`src/rtl/snac_db15_scanner.sv`:
```
// Scans the DB15 adapter's two chained shift registers, publishing glitch-filtered active-high joystick words.
// A new word is only accepted once two consecutive frames agree; dropping i_en aborts the scan and clears everything.
module snac_db15_scanner #(
  parameter int CLK_DIV   = 27,
  parameter int FRAME_GAP = 2000
) (
  input  logic        i_clk,
  input  logic        RESETn,
  input  logic        i_en,
  input  logic        JOY_DATA,
  output logic        JOY_LOAD,
  output logic        JOY_CLK,
  output logic [15:0] joystick1,
  output logic [15:0] joystick2,
  output logic        o_frame
);

  typedef enum logic [2:0] {IDLE, LOAD, SHIFT_LO, SHIFT_HI, DONE} state_t;

  localparam logic [9:0]  DIV_LAST = 10'(CLK_DIV - 1);
  localparam logic [15:0] GAP_LAST = 16'(FRAME_GAP - 1);

  state_t      state_q, state_d;
  logic [9:0]  div_q, div_d;
  logic [15:0] tcnt_q, tcnt_d;
  logic [4:0]  bit_q, bit_d;
  logic [31:0] raw_q, raw_d;
  logic [31:0] prev_q;
  logic        hist_q;
  logic [1:0]  sync_q;
  logic        load_q, jclk_q, frame_q, done_d;
  logic [15:0] joy1_q, joy2_q;
  logic        tick;

  // The divider is frozen during the single DONE cycle so a frame is an exact
  // number of ticks plus one cycle.
  assign tick = i_en && (state_q != DONE) && (div_q == DIV_LAST);

  always_comb begin
    div_d = div_q + 10'd1;
    if (!i_en || state_q == DONE || tick) div_d = 10'd0;
  end

  always_comb begin
    state_d = state_q;
    tcnt_d  = tcnt_q;
    bit_d   = bit_q;
    raw_d   = raw_q;
    done_d  = 1'b0;
    unique case (state_q)
      IDLE: if (tick) begin
        if (tcnt_q == GAP_LAST) begin
          tcnt_d  = 16'd0;
          state_d = LOAD;
        end else begin
          tcnt_d = tcnt_q + 16'd1;
        end
      end
      LOAD: if (tick) begin
        if (tcnt_q == 16'd1) begin
          tcnt_d  = 16'd0;
          bit_d   = 5'd0;
          state_d = SHIFT_LO;
        end else begin
          tcnt_d = tcnt_q + 16'd1;
        end
      end
      SHIFT_LO: if (tick) begin
        raw_d[bit_q] = ~sync_q[1];
        state_d      = SHIFT_HI;
      end
      SHIFT_HI: if (tick) begin
        if (bit_q == 5'd31) begin
          state_d = DONE;
          done_d  = 1'b1;
        end else begin
          bit_d   = bit_q + 5'd1;
          state_d = SHIFT_LO;
        end
      end
      DONE:    state_d = IDLE;
      default: state_d = IDLE;
    endcase
    if (!i_en) begin
      state_d = IDLE;
      tcnt_d  = 16'd0;
      bit_d   = 5'd0;
      done_d  = 1'b0;
    end
  end

  always_ff @(posedge i_clk or negedge RESETn) begin
    if (!RESETn) begin
      state_q <= IDLE;
      div_q   <= 10'd0;
      tcnt_q  <= 16'd0;
      bit_q   <= 5'd0;
      raw_q   <= 32'd0;
      prev_q  <= 32'd0;
      hist_q  <= 1'b0;
      sync_q  <= 2'b11;
      load_q  <= 1'b1;
      jclk_q  <= 1'b0;
      frame_q <= 1'b0;
      joy1_q  <= 16'd0;
      joy2_q  <= 16'd0;
    end else begin
      state_q <= state_d;
      div_q   <= div_d;
      tcnt_q  <= tcnt_d;
      bit_q   <= bit_d;
      raw_q   <= raw_d;
      sync_q  <= {sync_q[0], JOY_DATA};
      load_q  <= (state_d != LOAD);
      jclk_q  <= (state_d == SHIFT_HI);
      frame_q <= done_d;
      if (!i_en) begin
        joy1_q <= 16'd0;
        joy2_q <= 16'd0;
        hist_q <= 1'b0;
      end else if (done_d) begin
        // raw_q already holds all 32 bits: bit 31 was captured on the previous low-phase tick.
        if (hist_q && raw_q == prev_q) begin
          joy1_q <= raw_q[15:0];
          joy2_q <= raw_q[31:16];
        end
        prev_q <= raw_q;
        hist_q <= 1'b1;
      end
    end
  end

  assign JOY_LOAD  = load_q;
  assign JOY_CLK   = jclk_q;
  assign o_frame   = frame_q;
  assign joystick1 = joy1_q;
  assign joystick2 = joy2_q;

endmodule

```
`config.mk`:
```
export PLATFORM = sky130hd
export DESIGN_NAME = snac_db15_scanner
export DESIGN_NICKNAME = d
export VERILOG_FILES = /design/src/rtl/snac_db15_scanner.sv
export SDC_FILE = /design/constraint.sdc
export NUM_CORES = 1
export LEC_CHECK = 0
export BUFFER_PORTS_ARGS = -buffer_cell sky130_fd_sc_hd__buf_2
export CORE_MARGIN = 3
export CORE_UTILIZATION = 37
export CTS_CLUSTER_DIAMETER = 60
export CTS_CLUSTER_SIZE = 20
export DETAILED_ROUTE_END_ITERATION = 12
export GPL_ROUTABILITY_DRIVEN = 0
export PLACE_DENSITY = 0.58
export SLEW_MARGIN = 20
export SYNTH_ARGS = -nofsm -noshare
export SYNTH_HDL_FRONTEND = slang
export SYNTH_SLANG_ARGS = --single-unit
export TNS_END_PERCENT = 5
```
`constraint.sdc`:
```
create_clock -name i_clk -period 2.6 [get_ports i_clk]
set_input_delay 0.65 -clock i_clk [delete_from_list [all_inputs] [get_ports i_clk]]
set_output_delay 0.65 -clock i_clk [all_outputs]
set_load 0.02 [all_outputs]
```
==> results of run 1 <==
[logic make-up (layout without fill, tap and decap cells)]
kind of cell | Yosys count | in the layout | share of synthesized area
AO/OA/AOI/OAI | 156 | 156 | 0.152
adder cells (fa/ha/maj) | 9 | 9 | 0.0171
buffers and inverters | 61 | 103 | 0.0354
AND/OR/NAND/NOR | 266 | 266 | 0.206
multiplexers | 2 | 2 | 0.00305
XOR/XNOR | 51 | 51 | 0.0680
flip-flops | 136 | 136 | 0.518
[final timing paths]
kind	slack (ps)	endpoint	cells after the start
max	230	bit_q[4]	5
min	160	joystick1[14]	1
max reg2reg	230	bit_q[4]	5
min reg2reg	370	sync_q[1]	0
max in group asynchronous	1720	sync_q[1]	2
min in group i_clk	330	sync_q[0]	1
[cell usage in the layout, fill, tap and decap left out, types with 3 or more instances in the layout]
master and count:
nand4_1 47, nor3_1 6, dfstp_2 3, inv_1 9
clkbuf_1 3, clkbuf_8 6, nand2_1 112, nor2_1 32
clkbuf_16 17, ha_1 9, or4b_1 3, nand3b_1 4
and3_1 6, a21oi_1 40, buf_2 37, nor4_1 8
clkinv_2 3, o31ai_1 66, xor2_1 44, o21ai_0 36
xnor2_1 7, nand3_1 18, and2_1 4, or4_1 4
dfrtp_1 133, and4_1 5, buf_4 22
[metrics by stage]
stage               std cells  worst slack [ps]
global route              948              93.0
CTS                       948               246
detailed placement        916               250
finish                    948               226
global placement          916               312
floorplan                 681               393
[cell type report]
type                    count  area [um^2]  share of cell area
repair buffers             62          402              0.0526
clock buffers              26          519              0.0679
well taps                 225          282              0.0368
inverters                   9         33.8             0.00442
flip-flops and latches    136         3410               0.446
multi-input cells         484         2940               0.384
clock inverters             6         62.6             0.00819
[flip-flops by register name (all words and copies together), names as in the netlist]
| name | count |
|---|---|
| sync_q | 2 |
| joystick2 | 16 |
| raw_q | 32 |
| prev_q | 32 |
| JOY_CLK | 1 |
| joystick1 | 16 |
| div_q | 10 |
| JOY_LOAD | 1 |
| state_q | 3 |
| o_frame | 1 |
| hist_q | 1 |
| bit_q | 5 |
| tcnt_q | 16 |
[power groups by stage]
stage | clock, W | combinational (W) | sequential, W
finish | 0.00235 | 0.0000898 | 0.00214
detailed placement | 0 | 0.0000934 | 0.00218
floorplan | 0 | 0.0000337 | 0.00217
global route | 0.00251 | 0.000104 | 0.00214
CTS | 0.00240 | 0.0000937 | 0.00214
global placement | 0 | 0.0000911 | 0.00217
[per-layer routing]
layer / wire length (um) / up-vias / share of wire
li1: - / 2523 / -
met1: 7220 / 2547 / 0.46
met2: 7780 / 77 / 0.49
met3: 549 / 20 / 0.035
met4: 218 / 0 / 0.014
met5: 0 / - / 0
[worst max-delay path: stages, from the launching register on]
cell and delay [ps]:
dfrtp_1 430, or4_4 570, nor4_4 400, a31oi_4 190, or4b_1 540, a21oi_1 150
==> impl_metrics.yaml, run 1 <==
worst_setup_path:
  worstPathMaxFanout: 10
  reg2reg_from: "tcnt_q[12]"
  start_kind: "flip-flop"
  worstSetupPathType: "flip-flop to flip-flop"
  crit_start: "tcnt_q[12]"
  worst_ep_required_time_ps: 2940
  critPathCaptureType: "flip-flop"
  arrival_ps: 2710
clocking:
  clkLatencyLatePin_ps: 420
  cts_tree: "yes"
  htreeDepth: 4
  numCtsBuffers: 17
  cts_resized: 0
  root_buffer: "clkbuf_16"
  ctsHoldBuffers: 0
  post_cts_buffers: 0
  clk_pin_slew_ps: 60
  clock-sinks: 136
  clk_path_buf_depth: 2
cells_and_area:
  fin_area_um2: 7640
  diodes: 0
  fill_cells: 1664
  fin_util: 0.440
  areaGrowthSynthToFinish_pct: 16.3
  nNetsFinal: 723
  drive_gt1_frac: 0.144
timing:
  fin_hold_ws_ps: 158
  setup_viol: 0
  finalCritPeriodShare: 0.913
  rsz0062_at_grt: "false"
  tns_ps: 0
  fmax_ghz: 0.421
  worst_slew_pin_slew_ps: 601
  min_period_ps: 2370
  finalHoldViolCount: 0
  drv_slew: 0
  relSlewSlack: 0.588
  skew_ps: 7.99
synthesis:
  netlist_area_um2: 6570
  synth_area_leader_cell: "dfrtp_1"
  ys_seq_elements: 136
  synth_top_cell_area_share: 0.506
  synth_area_per_cell_um2: 9.65
  synth_common_cells: "dfrtp_1, nand2_1, o31ai_1, clkbuf_1, nand4_1"
  synth_flop_cell: "dfrtp_1"
  ys_types: 45
  async_reset_ff_frac: 1.00
  synth_top_cells_by_area: "dfrtp_1, o31ai_1, nand2_1"
  yosysWarnings: 0
  yosysSeqAreaShare: 0.518
  synth.most_common_cell: "dfrtp_1"
  syn_nets: 694
  synth-edff-count: 0
  syn_inst: 681
die:
  core_um2: 17400
  start_util: 0.379
  io_pins: 39
  design.die.area_um2: 19400
  rows: 48
  die_w_um: 139
  die_height_um: 139
placement:
  placement.cell_area_um2: 7060
  numPortBuffers: 38
  dp_hpwl_um: 10400
grt:
  grt_pass1_vias: 5311
  use_met3: 0.0450
  track_usage: 0.169
  grt-busiest-layer: "met2"
  use_met1: 0.214
  overflow: 0
  grt_pass1_wl_um: 26900
  met2_usage: 0.283
  antenna_found_initial: 0
  grt_max_degree: 56
min_path:
  holdCritPathClass: "primary input to asynchronous set/reset pin"
flow_run:
  max_cap_viol_count: 0
power_and_ir_drop:
  swShare: 0.211
  p_comb_frac: 0.020
  power.share.clock: 0.513
  p_leak_nw: 3.66
  total_power_w: 0.00457
  power.internal_w: 0.00361
  p_sw_w: 0.000963
  vdd.ir_drop.worst_mv: 0.476
  share_seq_of_total_power: 0.468
  power_density_nw_per_um2: 598
routing:
  ant_nets: 0
  dr.pass1.iters: 4
  wl_per_cell_um: 16.6
  wl_um: 15800
  dr.first_iter.drc_count: 319
  vias: 5167
  drc: 0
  vias_per_cell: 5.45
outcome:
  status: "finished, final reports clean"
No activity file was read; power rests on OpenSTA's default activity.
==> inputs of run 2 (changes only) <==
Settings changed: CORE_ASPECT_RATIO set to 1.75.
==> run 2 against run 1 <==
Critical path type unchanged; largest power group unchanged; first-iteration DRC count fell by 30%; critical path depth did not move; non-clock buffer count rose by 4; routed wire length rose by 2.6%; critical endpoint is now bit_q[1].
==> impl_metrics.yaml, run 2 (synthesis results as in run 1) <==
worst_setup_path:
  path_buf_inv: 0
  worstSetupPathType: "flip-flop to flip-flop"
  crit_path_end: "bit_q[1]"
  slowest_stage: "or4_4"
  critPathCaptureType: "flip-flop"
  crit_chain: "or4_4 -> nor4_4 -> a31oi_4 -> or4b_1 -> a21oi_1"
  arrival_ps: 2710
  reg2reg_slack_ps: 220
  worstReg2RegEnd: "bit_q[1]"
  crit_family: "simple AND/OR/NAND/NOR gates"
  r2r_cells: 5
  start_kind: "flip-flop"
  path_depth: 5
  worst_ep_required_time_ps: 2930
  worstPathMaxFanout: 10
  crit_start: "tcnt_q[12]"
  reg2reg_from: "tcnt_q[12]"
  critPathMaxStageDelay_ps: 570
cells_and_area:
  largestRegisters: "prev_q: 32 flops, raw_q: 32 flops"
  fill_cells: 1726
  layout_commonest_cell: "dfrtp_1"
  diodes: 0
  areaGrowthSynthToFinish_pct: 16.9
  stdcell_count: 954
  drive_gt1_frac: 0.151
  final_cell_mix: "dfrtp_1, nand2_1, o31ai_1, nand4_1, xor2_1"
  nNetsFinal: 727
  fin_area_um2: 7680
power_and_ir_drop:
  p_leak_nw: 3.66
  power_density_nw_per_um2: 601
  total_power_w: 0.00461
  vdd.ir_drop.worst_mv: 0.387
routing:
  wl_met3_um: 453
  wl_um: 16200
  wl_per_cell_um: 17.0
  met1Wirelength_um: 6410
  wl_met2_um: 9000
  ant_nets: 0
  dr.pass1.iters: 5
  dr.first_iter.drc_count: 222
  drc: 0
  routed.top_layer: "met4"
  vias_per_cell: 5.49
  vias: 5234
die:
  start_util: 0.382
  die_w_um: 107
  design.die.area_um2: 19500
  io_pins: 39
  core_um2: 17200
  rows: 63
  die_height_um: 182
grt:
  overflow: 0
  track_usage: 0.175
  grt_pass1_wl_um: 27300
  grt_max_degree: 54
  grt_pass1_vias: 5362
  antenna_found_initial: 0
clocking:
  cts_resized: 0
  clock-sinks: 136
  ctsHoldBuffers: 0
  clk_path_buf_depth: 2
  clk_pin_slew_ps: 60
  cts_tree: "yes"
  numCtsBuffers: 17
  post_cts_buffers: 0
  htreeDepth: 4
  clkLatencyLatePin_ps: 420
  root_buffer: "clkbuf_16"
timing:
  fmax_ghz: 0.419
  skew_ps: 11.3
  finalCritPeriodShare: 0.917
  tns_ps: 0
  min_period_ps: 2380
  relSlewSlack: 0.544
  rsz0062_at_grt: "false"
  finalHoldViolCount: 0
  setup_viol: 0
  drv_slew: 0
  worst_slew_pin_slew_ps: 674
min_path:
  holdCritPathClass: "primary input to asynchronous set/reset pin"
flow_run:
  max_cap_viol_count: 0
placement:
  placed_cells: 922
  numPortBuffers: 38
  dp_hpwl_um: 11300
  placement.cell_area_um2: 7090
outcome:
  status: "finished, final reports clean"
-- run 2: area by class of cell --
| cell class | count | area (um^2) | share of cell area |
|---|---|---|---|
| inverter | 9 | 33.8 | 0.00440 |
| clock buffer | 19 | 443 | 0.0577 |
| sequential | 136 | 3410 | 0.444 |
| timing repair buffer | 66 | 432 | 0.0562 |
| tap | 227 | 284 | 0.0370 |
| multi-input combinational | 484 | 2940 | 0.382 |
| clock inverter | 13 | 144 | 0.0187 |
-- run 2: where the power goes --
part / internal [W] / leakage [nW] / switching, W
Clock: 0.00144 / 0.276 / 0.000942
Sequential: 0.00212 / 1.89 / 0.0000129
Combinational: 0.0000187 / 1.50 / 0.0000715
-- run 2: routing by layer --
metal	track usage	vias up
li1	-	2526
met1	0.196	2586
met2	0.324	100
met3	0.0287	22
met4	0.0701	0
met5	0	-
-- run 2: stage by stage --
stage	worst slack [ps]	hold slack, ps	util
floorplan	393	345	-
global placement	311	347	0.413
detailed placement	243	349	0.413
CTS	218	161	0.447
global route	69.1	178	0.447
finish	216	152	0.447
-- run 2: worst min-delay path by stage --
stage / endpoint / start / slack [ps] / depth (start not counted)
after floorplan: JOY_CLK / RESETn / 350 / 0
after global placement: sync_q[1] / sync_q[0] / 350 / 0
after detailed placement: sync_q[1] / sync_q[0] / 350 / 0
after CTS: joystick2[3] / RESETn / 160 / 1
after global routing: prev_q[19] / RESETn / 180 / 1
final: joystick2[3] / RESETn / 150 / 1
